File: src/rtl/multi_alarm_clk.sv
// Time-of-day clock (12h, AM/PM) with NUM_ALARMS alarm slots, a shared ring/snooze FSM and a 1 s tick.
// The prescaler wrap edge advances the time. Matches are taken from the registered time while Tick_1Sec is high.
module multi_alarm_clk #(
  parameter  int TICKS_PER_SEC = 5000,
  parameter  int NUM_ALARMS    = 4,
  parameter  int SNOOZE_SECS   = 300,
  parameter  int RING_SECS     = 60,
  localparam int AW            = $clog2(NUM_ALARMS)
) (
  input  logic                  Clock_5K,
  input  logic                  Reset,
  input  logic                  LoadTime,
  input  logic [3:0]            SetHours,
  input  logic [5:0]            SetMins,
  input  logic [5:0]            SetSecs,
  input  logic                  Set_AM_PM,
  input  logic                  LoadAlm,
  input  logic [AW-1:0]         AlmSel,
  input  logic [3:0]            AlarmHoursIn,
  input  logic [5:0]            AlarmMinsIn,
  input  logic                  Alarm_AM_PM_In,
  input  logic [NUM_ALARMS-1:0] AlarmEnable,
  input  logic                  Snooze,
  input  logic                  Dismiss,
  output logic [3:0]            Hours,
  output logic [5:0]            Mins,
  output logic [5:0]            Secs,
  output logic                  AM_PM,
  output logic                  Alarm,
  output logic [AW-1:0]         AlarmId,
  output logic                  Tick_1Sec
);

  localparam int PW   = $clog2(TICKS_PER_SEC);
  localparam int MAXC = (RING_SECS > SNOOZE_SECS) ? RING_SECS : SNOOZE_SECS;
  localparam int CW   = $clog2(MAXC + 1);

  typedef enum logic [1:0] {IDLE, RING, SNOOZE} state_t;

  state_t          state, state_nx;
  logic [PW-1:0]   presc;
  logic [CW-1:0]   ring_cnt, ring_cnt_nx, snz_cnt, snz_cnt_nx;
  logic [AW-1:0]   alarm_id_nx, hit_id;
  logic            hit, match;
  logic [3:0]      alm_hours [NUM_ALARMS];
  logic [5:0]      alm_mins  [NUM_ALARMS];
  logic            alm_pm    [NUM_ALARMS];

  logic tick, time_ok, alm_ok, adv;
  assign tick    = (presc == PW'(TICKS_PER_SEC - 1));
  assign time_ok = LoadTime && (SetHours != 4'd0) && (SetHours <= 4'd12) &&
                   (SetMins <= 6'd59) && (SetSecs <= 6'd59);
  assign alm_ok  = LoadAlm && (AlarmHoursIn != 4'd0) && (AlarmHoursIn <= 4'd12) &&
                   (AlarmMinsIn <= 6'd59) && (32'(AlmSel) < NUM_ALARMS);
  // A valid load swallows a coincident tick, so nothing downstream sees it.
  assign adv     = tick && !time_ok;

  always_ff @(posedge Clock_5K) begin
    if (!Reset) begin
      presc     <= '0;
      Hours     <= 4'd12;
      Mins      <= '0;
      Secs      <= '0;
      AM_PM     <= 1'b0;
      Tick_1Sec <= 1'b0;
    end else begin
      Tick_1Sec <= 1'b0;
      if (time_ok) begin
        presc <= '0;
        Hours <= SetHours;
        Mins  <= SetMins;
        Secs  <= SetSecs;
        AM_PM <= Set_AM_PM;
      end else begin
        presc <= tick ? '0 : presc + 1'b1;
        if (tick) begin
          Tick_1Sec <= 1'b1;
          if (Secs == 6'd59) begin
            Secs <= '0;
            if (Mins == 6'd59) begin
              Mins  <= '0;
              Hours <= (Hours == 4'd12) ? 4'd1 : Hours + 4'd1;
              if (Hours == 4'd11) AM_PM <= ~AM_PM;
            end else begin
              Mins <= Mins + 6'd1;
            end
          end else begin
            Secs <= Secs + 6'd1;
          end
        end
      end
    end
  end

  always_ff @(posedge Clock_5K) begin
    if (!Reset) begin
      for (int i = 0; i < NUM_ALARMS; i++) begin
        alm_hours[i] <= 4'd12;
        alm_mins[i]  <= '0;
        alm_pm[i]    <= 1'b0;
      end
    end else if (alm_ok) begin
      alm_hours[AlmSel] <= AlarmHoursIn;
      alm_mins[AlmSel]  <= AlarmMinsIn;
      alm_pm[AlmSel]    <= Alarm_AM_PM_In;
    end
  end

  // Scan downward so the lowest matching slot is the one left standing.
  always_comb begin
    hit    = 1'b0;
    hit_id = '0;
    for (int i = NUM_ALARMS - 1; i >= 0; i--) begin
      if (AlarmEnable[i] && alm_hours[i] == Hours && alm_mins[i] == Mins && alm_pm[i] == AM_PM) begin
        hit    = 1'b1;
        hit_id = AW'(i);
      end
    end
  end
  assign match = hit && Tick_1Sec && (Secs == 6'd0);

  always_ff @(posedge Clock_5K) begin
    if (!Reset) begin
      state    <= IDLE;
      ring_cnt <= '0;
      snz_cnt  <= '0;
      AlarmId  <= '0;
    end else begin
      state    <= state_nx;
      ring_cnt <= ring_cnt_nx;
      snz_cnt  <= snz_cnt_nx;
      AlarmId  <= alarm_id_nx;
    end
  end

  always_comb begin
    state_nx    = state;
    ring_cnt_nx = ring_cnt;
    snz_cnt_nx  = snz_cnt;
    alarm_id_nx = AlarmId;
    case (state)
      IDLE: if (match) begin
        state_nx    = RING;
        ring_cnt_nx = '0;
        alarm_id_nx = hit_id;
      end
      RING: begin
        if (!AlarmEnable[AlarmId] || Dismiss) begin
          state_nx = IDLE;
        end else if (Snooze) begin
          state_nx   = SNOOZE;
          snz_cnt_nx = CW'(SNOOZE_SECS);
        end else if (adv) begin
          if (ring_cnt >= CW'(RING_SECS - 1)) state_nx = IDLE;
          else ring_cnt_nx = ring_cnt + 1'b1;
        end
      end
      SNOOZE: begin
        if (!AlarmEnable[AlarmId] || Dismiss) begin
          state_nx = IDLE;
        end else if (adv) begin
          if (snz_cnt <= CW'(1)) begin
            state_nx    = RING;
            ring_cnt_nx = '0;
          end else begin
            snz_cnt_nx = snz_cnt - 1'b1;
          end
        end
      end
      default: state_nx = IDLE;
    endcase
  end

  assign Alarm = (state == RING);

endmodule

File: config.mk
export PLATFORM = sky130hd
export DESIGN_NAME = multi_alarm_clk
export DESIGN_NICKNAME = d
export VERILOG_FILES = /design/src/rtl/multi_alarm_clk.sv
export SDC_FILE = /design/constraint.sdc
export NUM_CORES = 1
export LEC_CHECK = 0
export ABC_AREA = 1
export BUFFER_PORTS_ARGS = -buffer_cell sky130_fd_sc_hd__buf_4
export CAP_MARGIN = 5
export CORE_UTILIZATION = 54
export DETAILED_ROUTE_END_ITERATION = 10
export PLACE_DENSITY_LB_ADDON = 0.25
export RECOVER_POWER = 25
export SLEW_MARGIN = 15
export SYNTH_ARGS = -nofsm -noshare
export SYNTH_HDL_FRONTEND = slang
export SYNTH_SLANG_ARGS = --single-unit
File: constraint.sdc
create_clock -name Clock_5K -period 2 [get_ports Clock_5K]
set_input_delay 0.5 -clock Clock_5K [delete_from_list [all_inputs] [get_ports Clock_5K]]
set_output_delay 0.5 -clock Clock_5K [all_outputs]
set_load 0.01 [all_outputs]
## Word level (Yosys, flattened, before mapping)

Memory sizes are Yosys's and may differ from the RTL's.
Index checks and enable logic that the tools add are counted.

| operators by class | value |
|---|---|
| multipliers | 0 |
| add/sub/neg operators | 6 |
| reduce and logical (&&, ||, !) cells | 47 |
| shift-type cells | 0 |
| bitwise operators | 2 |
| muxes and demuxes | 65 |
| div/mod/pow operators | 0 |
| equality and inequality tests | 33 |
| magnitude comparators | 8 |

Operator list:

| cell | count |
|---|---|
| two-way mux 9 bit | 13 |
| two-way mux 6 bit | 8 |
| two-way mux 2 bit | 15 |
| one-hot mux 9 bit (3 select lines) | 1 |
| equality test 6 bit | 4 |
| two-way mux 4 bit | 6 |
| logical AND 1 bit | 22 |
| two-way mux 1 bit | 19 |
| <= comparator 6 bit, second input constant | 3 |
| != test 2 bit, second input constant | 9 |
| one-hot mux 9 bit (2 select lines) | 1 |
| equality test 4 bit | 4 |
| adder 13 x 1 -> 13 bit, second input constant | 1 |
| equality test 13 bit, second input constant | 1 |
| adder 6 x 1 -> 6 bit, second input constant | 2 |
| equality test 6 bit, second input constant | 2 |
| nonzero test 2 bit | 5 |
| adder 9 x 1 -> 9 bit, second input constant | 1 |
| >= comparator 9 x 6 -> 1 bit, second input constant | 1 |
| <= comparator 9 x 1 -> 1 bit, second input constant | 1 |
| AND reduction 9 bit | 1 |
| subtractor 9 x 1 -> 9 bit, second input constant | 1 |
| equality test 4 bit, second input constant | 2 |
| <= comparator 4 bit, second input constant | 2 |
| other kinds (27) | 36 |

| word-level totals | value |
|---|---|
| logic and storage cells | 174 |
| ROM bits | 0 |
| output and inout bits | 21 |
| memories | 3 |
| bits in registers | 53 |
| memory bits (writable) | 44 |
| bits in latches | 0 |

Memory list:

| memory | depth | bits a word | rd ports | clocked after memory_dff | write ports | line | RTL |
|---|---|---|---|---|---|---|---|
| alm_mins | 4 | 6 | 4 | 0 | 4 | 46 | `logic [5:0] alm_mins [NUM_ALARMS];` |
| alm_hours | 4 | 4 | 4 | 0 | 4 | 45 | `logic [3:0] alm_hours [NUM_ALARMS];` |
| alm_pm | 4 | 1 | 4 | 0 | 4 | 47 | `logic alm_pm [NUM_ALARMS];` |

## Depth between registers and ports, before layout

| depth | value |
|---|---|
| depth after elaboration | 12 |
| gate-level depth with buffers | 15 |
| gate-level depth less buffers | 14 |

## Worst setup path after synthesis

Ideal clock, no wire load.

| path | value |
|---|---|
| kind | input to register |
| from | input port AlarmHoursIn[3] |
| to | memory alm_hours[1][0], enable pin |
| setup slack | 0.026 ns |
| cell stages on the path | 9 |
| data arrival time | 1.634 ns |
| library setup time | 0.340 ns |
| cells stage by stage | inv_1 > nand3_1 > nand2_1 > nor3_1 > nand2_1 > nor2_1 > nand2_1 > clkbuf_1 > nand2_1 |

RTL lines:

| item | line | RTL |
|---|---|---|
| start, declared | 19 | `input logic [3:0] AlarmHoursIn,` |
| end, declared | 45 |  |

## Final worst setup path

| path | value |
|---|---|
| from | register presc[1] |
| to | register Secs[0] |

| on the way | value |
|---|---|
| longest elaborated chain between the ends | 2 |

Ends and longest elaborated chain:

| item | line | RTL |
|---|---|---|
| start, declared | 41 | `logic [PW-1:0] presc;` |
| start signal, assigned | 75 | `presc <= tick ? '0 : presc + 1'b1;` |
| equality test 13 bit | 50 | `assign tick = (presc == PW'(TICKS_PER_SEC - 1));` |
| nonzero test 2 bit (no source line) | - |  |
| end signal, assigned | 72 | `Secs <= SetSecs;` |
| end signal, assigned | 88 | `Secs <= Secs + 6'd1;` |
| end, declared | 27 | `output logic [5:0] Secs,` |

Every way passes these cells.
A chain may end at the register's enable or synchronous reset.

==> results.sh <==
export IMPL_status="finished, final reports clean"
export IMPL_fin_skew_ns=0.0142
export IMPL_firstDrtPassIters=5
export IMPL_min_to="Secs[1]$_SDFFE_PN0P_"
export IMPL_die_area_sq_um=10900
export IMPL_gp_congestion=0.967
export IMPL_root_buffer="clkbuf_8"
export IMPL_wl_per_cell_um=14.5
export IMPL_yosys_area_top_type="edfxtp_1"
export IMPL_stdcell_count=1045
export IMPL_synthArstFlopShare=0
export IMPL_p_sw_frac=0.302
export IMPL_overflow=0
export IMPL_synth_warnings=0
export IMPL_area_growth_pct=19.8
export IMPL_crit_fanout=4
export IMPL_hold_buffers=0
export IMPL_routed_via_density=5.24
export IMPL_setup_slack_ns=0.113
export IMPL_period_share=0.943
export IMPL_r2r_worst_path_cells=10
export IMPL_hold_viol_final=0
export IMPL_num_antenna_cells=0
export IMPL_arrival_ns=2.18
export IMPL_synthFlopType="dfxtp_1"
export IMPL_dp_cells=1028
export IMPL_grt_pass1_wl_mm=24.3
export IMPL_vias=5476
export IMPL_r2r_start="presc[1]$_SDFF_PP0_"
export IMPL_cp_start_kind="flop"
export IMPL_synth_seq_cells=97
export IMPL_synth_area_leaders="edfxtp_1 22%, dfxtp_1 20%, nand2_1 14%, nor2_1 8.0%, inv_1 5.9%"
export IMPL_h_tree_depth=3
export IMPL_register_area_sq_um=2360
export IMPL_initial_utilization=0.568
export IMPL_synthCells=805
export IMPL_power_density_nw_per_um2=622
export IMPL_row_count=36
export IMPL_drt_iter0_markers=363
export IMPL_synth_top_area_share=0.218
export IMPL_hold_slack_ns=0.358
export IMPL_r2r_slack_ns=0.11
export IMPL_dpl_hpwl_mm=11.7
export IMPL_syn_area_sq_um=5660
export IMPL_grtUsageTotal=0.282
export IMPL_intPower_uw=2940
export IMPL_drive_gt1_frac=0.191
export IMPL_cts_buffers_inserted=9
export IMPL_critPathRequiredTime_ns=2.29
export IMPL_worstMarginPinSlew_ns=0.581
export IMPL_multi_input_area_sq_um=2780
export IMPL_yosysMostFrequentCell="nand2_1"
export IMPL_clk_pin_slew_worst_paths_ns=0.11
export IMPL_coreArea_sq_um=9950
export IMPL_pwr_share_comb=0.165
export IMPL_hold_class="input port to flop"
export IMPL_ant_nets=0
export IMPL_io_pins=61
export IMPL_total_power_uw=4210
export IMPL_relSlewSlack=0.613
export IMPL_rsz0062_at_grt="false"
export IMPL_drc_errors=0
export IMPL_routed_wl_mm=15.1
export IMPL_fin_nets=956
export IMPL_fmax_ghz=0.530
export IMPL_crit_type="flop to flop"
export IMPL_clkLatencyLatePin_ns=0.39
export IMPL_drv_slew=0
export IMPL_clockBufferDepth=2
export IMPL_endpoint_kind="flop"
export IMPL_grt_pass1_vias=5117
export IMPL_tritoncts="built"
export IMPL_ys_seq_area_frac=0.416
export IMPL_min_path_cells=3
export IMPL_die_h_um=104
export IMPL_clockPowerShare=0.301
export IMPL_fin_crit_ns=1.89
export IMPL_r2r_end="Secs[0]$_SDFFE_PN0P_"
export IMPL_grt_max_degree=26
export IMPL_syn_area_per_cell_sq_um=7.03
export IMPL_fillCellCount=845
export IMPL_holdCritStartpoint="SetSecs[1]"
export IMPL_setup_violations=0
export IMPL_cts_sinks=97
export IMPL_max_cap_viol_count=0
export IMPL_peakVddDrop_mv=0.344
export IMPL_die_x_um=104
export IMPL_fin_tns_setup_ns=0
export IMPL_ys_types=40
export IMPL_p_seq_frac=0.534
export IMPL_synth_edff_count=41
export IMPL_synthTopCellsByCount="216 x nand2_1, 121 x nor2_1, 89 x inv_1"
export IMPL_place_port_buffers=60
export IMPL_synthesis_nets=854
export IMPL_antenna_found_initial=0
export IMPL_place_ws_ns=0.0179
export IMPL_switchingPower_uw=1270
export IMPL_p_leak_uw=0.00319
## power groups by stage
stage,registers (uW),logic (uW),clock network (uW)
4_1_cts,2240,698,1280
2_1_floorplan,2260,400,0
5_1_grt,2260,775,1370
3_3_place_gp,2290,679,0
3_5_place_dp,2290,695,0
6_report,2250,696,1270
## how the worst max path moves through the flow
| stage | from | endpoint | slack [ns] |
|---|---|---|---|
| 2_1_floorplan | AlarmHoursIn[3] | alm_hours[1][0]$_SDFFCE_PN0P_ | 0.03 |
| 3_3_place_gp | AlarmHoursIn[1] | alm_mins[1][2]$_SDFFCE_PN0P_ | 0.05 |
| 3_5_place_dp | AlarmHoursIn[1] | alm_mins[1][0]$_SDFFCE_PN0P_ | 0.02 |
| 4_1_cts | presc[1]$_SDFF_PP0_ | snz_cnt[8]$_SDFFE_PN0P_ | 0.01 |
| 5_1_grt | presc[1]$_SDFF_PP0_ | ring_cnt[1]$_SDFFE_PN0P_ | 0.01 |
| 6_report | presc[1]$_SDFF_PP0_ | Secs[0]$_SDFFE_PN0P_ | 0.11 |
## routing by layer
metal | global-route usage | vias up | wire (um)
met5 | 0 | - | 0
li1 | - | 2778 | -
met2 | 0.493 | 171 | 7430
met3 | 0.0464 | 25 | 739
met4 | 0.0837 | 0 | 217
met1 | 0.356 | 2502 | 6750
## logic make-up (layout without fill, tap and decap cells)
group	after synthesis	in the layout	synth area share
AO/OA/AOI/OAI	97	97	0.0923
XOR/XNOR	24	24	0.0372
adder cells (fa/ha/maj)	9	9	0.0199
buffers and inverters	138	245	0.0980
flip-flops	97	97	0.416
AND/OR/NAND/NOR	440	440	0.337
## sequential cells by signal, summed over array words and instances (netlist names), 6 cells and up
signal	cells
ring_cnt	9
Mins	6
alm_mins	24
alm_hours	16
Secs	6
presc	13
snz_cnt	9
## repair_timing
| action | 4_1_cts | 5_1_grt |
|---|---|---|
| gates resized for setup | 0 | 11 |
| buffers inserted | 0 | 1 |
| endpoints found under the hold margin | 0 | 0 |
| endpoints found under the setup margin | 0 | 24 |
## cell usage in the layout (no fill, tap or decap), types with 2 or more instances in the layout
cell	instances
nor3_1	16
nor2_1	121
clkbuf_4	2
buf_12	3
a211oi_1	2
dfxtp_2	4
xnor2_1	13
clkbuf_1	12
edfxtp_1	41
o22ai_1	4
buf_4	94
a31oi_1	5
nand2_2	4
o21ai_1	21
dfxtp_1	52
nor4_1	3
nor2_2	6
nand2_1	216
nand4_1	19
inv_1	90
nand3b_1	2
nand3_2	3
inv_2	25
inv_4	2
a21oi_1	34
inv_8	3
xor2_1	11
o21ai_0	24
clkbuf_8	9
o211ai_1	4
nand3_1	37
ha_1	8
inv_6	2
nand2_4	5
## worst max-delay path, cell delays in order, from the launching register on
cell     delay (ns)
dfxtp_1        0.39
ha_2           0.23
nand3_2        0.12
nor3_4         0.29
buf_4          0.18
nor2_2         0.06
inv_2          0.07
buf_4          0.12
o21ai_0        0.07
o21ai_0        0.19
inv_1          0.07
## metrics by stage
step	cell area [sq um]	util
2_1_floorplan	5660	-
3_3_place_gp	6590	0.662
3_5_place_dp	6590	0.662
4_1_cts	6780	0.681
5_1_grt	6780	0.681
6_report	6780	0.681
## final cells by class
type / instances / share of cell area
Timing Repair Buffer: 111 / 0.122
Inverter: 118 / 0.0677
Sequential cell: 97 / 0.348
Multi-Input combinational cell: 570 / 0.410
Tap cell: 133 / 0.0246
Clock buffer: 9 / 0.0183
Clock inverter: 7 / 0.00978
No activity file was read; power rests on OpenSTA's default activity.
